--- src/rtl/loader_pkg.sv ---
// Shared state encoding and sizing helper for the program loader.
package loader_pkg;

    typedef enum logic [1:0] {
        LD_IDLE,
        LD_CLEAR,
        LD_LOAD,
        LD_RUN
    } loader_state_t;

    function automatic int unsigned depth_of(input int unsigned addr_w);
        return 32'd1 << addr_w;
    endfunction

endpackage

--- src/rtl/program_loader.sv ---
// Streams a program image into RAM (optionally after a zero-fill pass), then releases the CPU.
// Tracks accepted words, a running checksum and a sticky auto-increment overrun error.
module program_loader
    import loader_pkg::*;
#(
    parameter int ADDR_W   = 4,
    parameter int DATA_W   = 8,
    parameter bit CLEAR_EN = 1'b1
) (
    input  logic                clk,
    input  logic                reset,
    input  logic                load_start,
    input  logic                auto_inc,
    input  logic                in_valid,
    output logic                in_ready,
    input  logic [ADDR_W-1:0]   in_addr,
    input  logic [DATA_W-1:0]   in_data,
    input  logic                in_last,
    output logic                mem_we,
    output logic [ADDR_W-1:0]   mem_addr,
    output logic [DATA_W-1:0]   mem_wdata,
    output logic                cpu_run,
    output logic                busy,
    output logic                done,
    output logic                err,
    output logic [ADDR_W:0]     word_count,
    output logic [DATA_W-1:0]   checksum,
    output loader_state_t       dbg_state
);

    localparam int unsigned     DEPTH     = depth_of(ADDR_W);
    localparam logic [ADDR_W:0] CNT_DEPTH = (ADDR_W+1)'(DEPTH);
    localparam logic [ADDR_W:0] CNT_MAX   = '1;
    localparam logic [ADDR_W:0] CNT_ONE   = (ADDR_W+1)'(1);
    localparam logic [ADDR_W-1:0] ADDR_ONE  = ADDR_W'(1);
    localparam logic [ADDR_W-1:0] ADDR_LAST = '1;

    loader_state_t     state_q;
    loader_state_t     start_state;
    logic              auto_q;
    logic              mem_we_q;
    logic              cpu_run_q;
    logic              done_q;
    logic              err_q;
    logic [ADDR_W-1:0] addr_cnt_q;
    logic [ADDR_W-1:0] addr_cnt_d;
    logic [ADDR_W-1:0] mem_addr_q;
    logic [DATA_W-1:0] mem_wdata_q;
    logic [DATA_W-1:0] checksum_q;
    logic [DATA_W-1:0] checksum_d;
    logic [ADDR_W:0]   word_count_q;
    logic [ADDR_W:0]   word_count_d;
    logic              accept;
    logic              overrun;

    // Stream handshake: a word transfers on a rising edge where in_valid && in_ready;
    // in_ready is high for the whole LOAD state and never depends on in_valid.
    assign in_ready = (state_q == LD_LOAD);
    assign accept   = in_ready && in_valid;

    assign start_state  = CLEAR_EN ? LD_CLEAR : LD_LOAD;
    assign addr_cnt_d   = addr_cnt_q + ADDR_ONE;
    assign checksum_d   = checksum_q + in_data;
    assign word_count_d = (word_count_q == CNT_MAX) ? word_count_q : word_count_q + CNT_ONE;
    // Once DEPTH words have landed the auto counter has wrapped; further words would clobber them.
    assign overrun      = auto_q && (word_count_q >= CNT_DEPTH);

    always_ff @(posedge clk or negedge reset) begin
        if (!reset) begin
            state_q      <= LD_IDLE;
            auto_q       <= 1'b0;
            mem_we_q     <= 1'b0;
            cpu_run_q    <= 1'b0;
            done_q       <= 1'b0;
            err_q        <= 1'b0;
            addr_cnt_q   <= '0;
            mem_addr_q   <= '0;
            mem_wdata_q  <= '0;
            checksum_q   <= '0;
            word_count_q <= '0;
        end else begin
            mem_we_q <= 1'b0;
            done_q   <= 1'b0;
            case (state_q)
                LD_IDLE, LD_RUN: begin
                    if (load_start) begin
                        state_q      <= start_state;
                        auto_q       <= auto_inc;
                        addr_cnt_q   <= '0;
                        word_count_q <= '0;
                        checksum_q   <= '0;
                        err_q        <= 1'b0;
                        cpu_run_q    <= 1'b0;
                    end else if (state_q == LD_RUN) begin
                        cpu_run_q <= 1'b1;
                    end
                end
                LD_CLEAR: begin
                    mem_we_q    <= 1'b1;
                    mem_addr_q  <= addr_cnt_q;
                    mem_wdata_q <= '0;
                    addr_cnt_q  <= addr_cnt_d;
                    if (addr_cnt_q == ADDR_LAST) begin
                        state_q <= LD_LOAD;
                    end
                end
                LD_LOAD: begin
                    if (accept) begin
                        word_count_q <= word_count_d;
                        checksum_q   <= checksum_d;
                        addr_cnt_q   <= addr_cnt_d;
                        if (overrun) begin
                            err_q <= 1'b1;
                        end else begin
                            mem_we_q    <= 1'b1;
                            mem_addr_q  <= auto_q ? addr_cnt_q : in_addr;
                            mem_wdata_q <= in_data;
                        end
                        if (in_last) begin
                            state_q <= LD_RUN;
                            done_q  <= 1'b1;
                        end
                    end
                end
                default: state_q <= LD_IDLE;
            endcase
        end
    end

    assign mem_we     = mem_we_q;
    assign mem_addr   = mem_addr_q;
    assign mem_wdata  = mem_wdata_q;
    assign cpu_run    = cpu_run_q;
    assign busy       = (state_q == LD_CLEAR) || (state_q == LD_LOAD);
    assign done       = done_q;
    assign err        = err_q;
    assign word_count = word_count_q;
    assign checksum   = checksum_q;
    assign dbg_state  = state_q;

endmodule

--- config.mk ---
export PLATFORM = sky130hd
export DESIGN_NAME = program_loader
export DESIGN_NICKNAME = d
export VERILOG_FILES = /design/src/rtl/loader_pkg.sv /design/src/rtl/program_loader.sv
export SDC_FILE = /design/constraint.sdc
export NUM_CORES = 1
export LEC_CHECK = 0
export ABC_AREA = 1
export BUFFER_PORTS_ARGS = -buffer_cell sky130_fd_sc_hd__buf_4
export CAP_MARGIN = 20
export CELL_PAD_IN_SITES_DETAIL_PLACEMENT = 0
export CELL_PAD_IN_SITES_GLOBAL_PLACEMENT = 1
export CORE_MARGIN = 3
export CORE_UTILIZATION = 43
export CTS_CLUSTER_SIZE = 40
export DETAILED_ROUTE_END_ITERATION = 10
export GPL_TIMING_DRIVEN = 0
export PLACE_DENSITY = 0.85
export SLEW_MARGIN = 20
export SYNTH_ARGS = -nofsm -noshare
export SYNTH_HDL_FRONTEND = slang
export SYNTH_SLANG_ARGS = --single-unit
--- constraint.sdc ---
create_clock -name clk -period 4.7 [get_ports clk]
set_input_delay 0.94 -clock clk [delete_from_list [all_inputs] [get_ports clk]]
set_output_delay 0.94 -clock clk [all_outputs]
set_load 0.02 [all_outputs]
## Yosys cells after proc, flatten, opt, wreduce, memory -nomap -nowiden

Index checks and enable logic that the tools add are counted.

| cells by class | value |
|---|---|
| $add $sub $neg | 3 |
| order comparisons | 1 |
| equal/unequal tests | 12 |
| multiplexer cells | 34 |
| reductions and logical operators | 16 |

Operator list:

| cell | count |
|---|---|
| 8-bit two-way mux | 4 |
| 8-bit case mux with 2 select lines | 2 |
| 4-bit two-way mux | 5 |
| 5-bit two-way mux | 3 |
| 4-bit case mux with 3 select lines | 1 |
| 4-bit AND reduction | 3 |
| 1-bit two-way mux | 10 |
| 5-bit case mux with 2 select lines | 1 |
| 8-bit adder | 1 |
| 2-bit two-way mux | 4 |
| 2-bit inequality test, second input constant | 4 |
| 4-bit case mux with 2 select lines | 1 |
| 2-bit by 1-bit inequality test with 1-bit output, second input constant | 3 |
| 2-bit case mux with 3 select lines | 1 |
| 2-bit AND reduction | 3 |
| 3-bit AND reduction | 2 |
| 2-bit nonzero test | 3 |
| 5-bit by 1-bit adder with 5-bit output, second input constant | 1 |
| 5-bit == test, second input constant | 1 |
| 5-bit >= comparator, second input constant | 1 |
| 4-bit by 1-bit adder with 4-bit output, second input constant | 1 |
| 2-bit == test, second input constant | 2 |
| 4-bit == test, second input constant | 1 |
| 1-bit case mux with 2 select lines | 2 |
| 5 further kinds | 6 |

| storage, ports and cells | value |
|---|---|
| register bits after elaboration | 36 |
| bits of input ports | 18 |
| output and inout bits | 33 |
| logic and storage cells | 77 |

## Logic depth before layout (Yosys ltp)

| depth | value |
|---|---|
| depth after elaboration | 5 |
| mapped depth | 10 |
| mapped depth without buffers | 10 |

## Worst setup path after synthesis

OpenSTA, ideal clock, no wires.

| timing path | value |
|---|---|
| kind | flip-flop to output port |
| from | reg state_q[0], in the netlist dbg_state[0] |
| to | out busy |
| data arrival time | 1.156 ns |
| data required time | 3.760 ns |
| path slack | 2.604 ns |
| cell stages (with the launch flop) | 4 |
| path buffers | 0 |
| cell sequence | dfrtp_1 > inv_1 > ha_1 > inv_1 |

| between the ends | value |
|---|---|
| cells in the longest elaborated chain, start to end | 2 |
| elaborated cells between the ends (all ways) | 3 |
| classes of those cells | eq/ne (2); reduce/logical (1) |

RTL lines:

| item | line | source |
|---|---|---|
| start: declaration | program_loader.sv:38 | `loader_state_t state_q;` |
| start signal: assignment | program_loader.sv:87 | `state_q <= start_state;` |
| 2-bit by 1-bit == test with 1-bit output / 2-bit == test (equally long branches) | program_loader.sv:134 | `assign busy = (state_q == LD_CLEAR) \|\| (state_q == LD_LOAD);` |
| 1-bit logical OR * | program_loader.sv:134 |  |
| end: declaration | program_loader.sv:23 | `output logic busy,` |

Every way passes the cells marked *; elsewhere a longest branch is shown, timed or not.

## Final worst setup path

Ends and elaborated chain as after synthesis.

==> impl_metrics.csv <==
group,metric,value,unit
run_status,status,"finished, final reports clean",
detailed_routing,viasPerCell,4.75,
clock_network,ctsRootBufferMaster,"clkbuf_8",
critical_path,max_stage_delay,0.44,ns
detailed_routing,drt_wl_total,4.49,mm
detailed_routing,drc_errors,0,
critical_path,crit_required,3.76,ns
synth,ys_ff_latch,36,
placed_design,placed_area,2580,um^2
synth,synth_enable_flop_cells,0,
clock_network,cts_htree_levels,2,
timing,timing.hold.ws,0.501,ns
timing,fin_ws,2.25,ns
die,initial_core_util,46.6,%
clock_network,clk_path_buf_depth,2,
synth,synth.most_common_cell,"nand2_1",
critical_path,slowest_stage,"dfrtp_1",
detailed_routing,initialDrtViolationCount,27,
placed_design,hpwl,3.52,mm
clock_network,cts_resized,0,
worst_hold_path,hp-class,"reg2reg",
cells_and_area,drive_above_1_share,33.3,%
timing,clock.fmax,408,MHz
clock_network,cts.clk_slew.worst_paths,0.07,ns
placed_design,port_buffers,50,
synth,ys_top_cells_by_count,"nand2_1, dfrtp_1, inv_1",
synth,ys.warnings.count,0,
synth,syn_nets,272,
die,die_h,76.4,um
timing,finClkSkew,0.00337,ns
synth,ys_async_sr_fraction,100,%
cells_and_area,syn_to_final_growth,26.5,%
clock_network,postCtsSetupBuffers,0,
clock_network,cts_sinks,36,
global_route,grt_usage,16.7,%
die,fp.dieArea,5830,um^2
detailed_routing,drt_pre_antenna_iters,4,
synth,ys.flop_type,"dfrtp_1",
timing,worst_slew_pin_slew,0.460,ns
cells_and_area,fin_area,2690,um^2
critical_path,cp-start-kind,"register",
critical_path,path_max_fanout,7,
synth,synthTopCellsByArea,"dfrtp_1, nand2_1, ha_1",
timing,slew_violations,0,
critical_path,path_class,"reg2out",
placed_design,dpl_worst_slack,2.39,ns
timing,finalSetupViolCount,0,
global_route,grt_pass1_vias,1716,
synth,synth_top_area_cell,"dfrtp_1",
detailed_routing,ant_nets,0,
critical_path,crit_family,"flip-flops",
cells_and_area,diodes,0,
flow_run,max-cap-violations,0,
global_route,grt_start_max_net_pins,37,
clock_network,cts_tree,"built",
power,power,1780,uW
die,core,4560,um^2
critical_path,end_kind,"output port",
global_route,grt_pass1_wl,7.85,mm
die,die_x,76.4,um
critical_path,crit_chain,"inv_1 -> ha_1 -> inv_1 -> buf_4",
global_route,antenna_found_initial,0,
critical_path,cp_common_cell,"inv_1",
power,ir_drop,0.465,mV
timing,rsz0062_at_grt,"false",
die,ios,51,
placed_design,finalWeightedCongestion,0.800,
timing,post-route-min-period,2.45,ns
detailed_routing,wl_per_cell,12.4,um
timing,maxSlewHeadroom,69.3,%
clock_network,postCtsHoldBufs,0,
synth,yosysTopAreaCellShare,42.3,%
synth,yosysUniqueCellTypes,30,
critical_path,path_buf_inv,3,
die,rows,24,
timing,min_period_over_period,52.2,%
detailed_routing,vias,1719,
power,power.density,662,nW/um^2
global_route,grt_overflow,0,
synth,syn_area,2130,um^2
synth,syn_inst,239,
cells_and_area,nets,329,
synth,avgSynthCellArea,8.90,um^2
timing,setup-tns-final,0,ns
timing,hold_viol,0,
clock_network,numCtsBuffers,5,
critical_path,cp.arrival,1.51,ns
clock_network,clock_latency,0.29,ns
synth,seq_area_frac_synth,42.3,%
power,leakage,0.00141,uW
==> per-layer routing <==
| metal | wire [um] | share of wire (%) | vias to the layer above | track usage [%] |
|---|---|---|---|---|
| met4 | 57 | 1.3 | 0 | 4.89 |
| met5 | 0 | 0 | - | 0 |
| met2 | 2120 | 47 | 47 | 27.9 |
| li1 | - | - | 890 | - |
| met1 | 2060 | 46 | 776 | 21.1 |
| met3 | 255 | 5.7 | 6 | 4.49 |
==> cell type report <==
| type | count | area (um^2) |
|---|---|---|
| Buffer | 4 | 46.3 |
| Fill cell | 440 | 1870 |
| Clock buffer | 6 | 72.6 |
| Clock inverter | 2 | 35.0 |
| Inverter | 37 | 141 |
| Sequential cell | 36 | 901 |
| Multi-Input combinational cell | 162 | 1040 |
| Timing Repair Buffer | 50 | 375 |
| Tap cell | 65 | 81.3 |
==> cells by family after synthesis <==
kind of cell / Yosys count / share of synthesized area [%]
simple gates: 98 / 24.3
compound gates: 47 / 14.6
buf+inv: 41 / 8.82
flops: 36 / 42.3
fa+ha+maj: 15 / 9.17
xor+xnor: 2 / 0.823
==> final timing paths <==
kind | endpoint | cells after the start | start | slack [ns]
max | busy | 4 | dbg_state[0] | 2.25
min reg2reg | mem_addr[2] | 1 | mem_addr[2] | 0.50
max in group asynchronous | err | 1 | reset | 3.78
min | mem_addr[2] | 1 | mem_addr[2] | 0.50
max reg2reg | word_count[4] | 10 | dbg_state[0] | 2.91
min in group asynchronous | checksum[5] | 1 | reset | 0.60
==> flip-flops by register name (all words and copies together) (netlist names) <==
name and cells:
addr_cnt_q 4, word_count 5, mem_we 1, cpu_run 1, dbg_state 2, auto_q 1, checksum 8, done 1
mem_wdata 8, mem_addr 4, err 1
==> placed cells by master (no fill, tap or decap), types with 2 or more instances in the layout <==
master    netlist  routed
buf_8           2       2
nor2_1          9       9
ha_1           14      14
nand2_4         2       2
nand3_1        13      13
inv_2           4       4
inv_1          32      32
o21ai_2        14      14
o21a_1          5       5
a22o_1          2       2
nand2_2         5       5
a21oi_1        11      11
nand2_1        54      54
nand3_2         9       9
buf_4           0      50
clkbuf_8        0       5
dfrtp_1        36      36
o21ai_0         9       9
o21ai_1         5       5
==> worst register-to-register path, stage by stage, from the launching register on <==
cell     delay [ns]
dfrtp_1        0.44
inv_1          0.07
ha_1           0.40
nand2_2        0.13
nand2_4        0.09
nor2_8         0.18
inv_4          0.06
nand2_4        0.09
nand2_8        0.09
nand2_1        0.09
o21ai_2        0.05
==> power breakdown <==
group	switching, uW	total (uW)	internal (uW)
Combinational	613	1010	401
Sequential	81.6	498	416
Clock	114	271	157
==> metrics by stage <==
step,cells,utilization (%)
6_report,362,59.0
2_1_floorplan,239,-
4_1_cts,362,59.0
3_5_place_dp,354,56.6
3_3_place_gp,354,56.6
5_1_grt,362,59.0
Note: power is estimated with default switching activity, not from simulation.
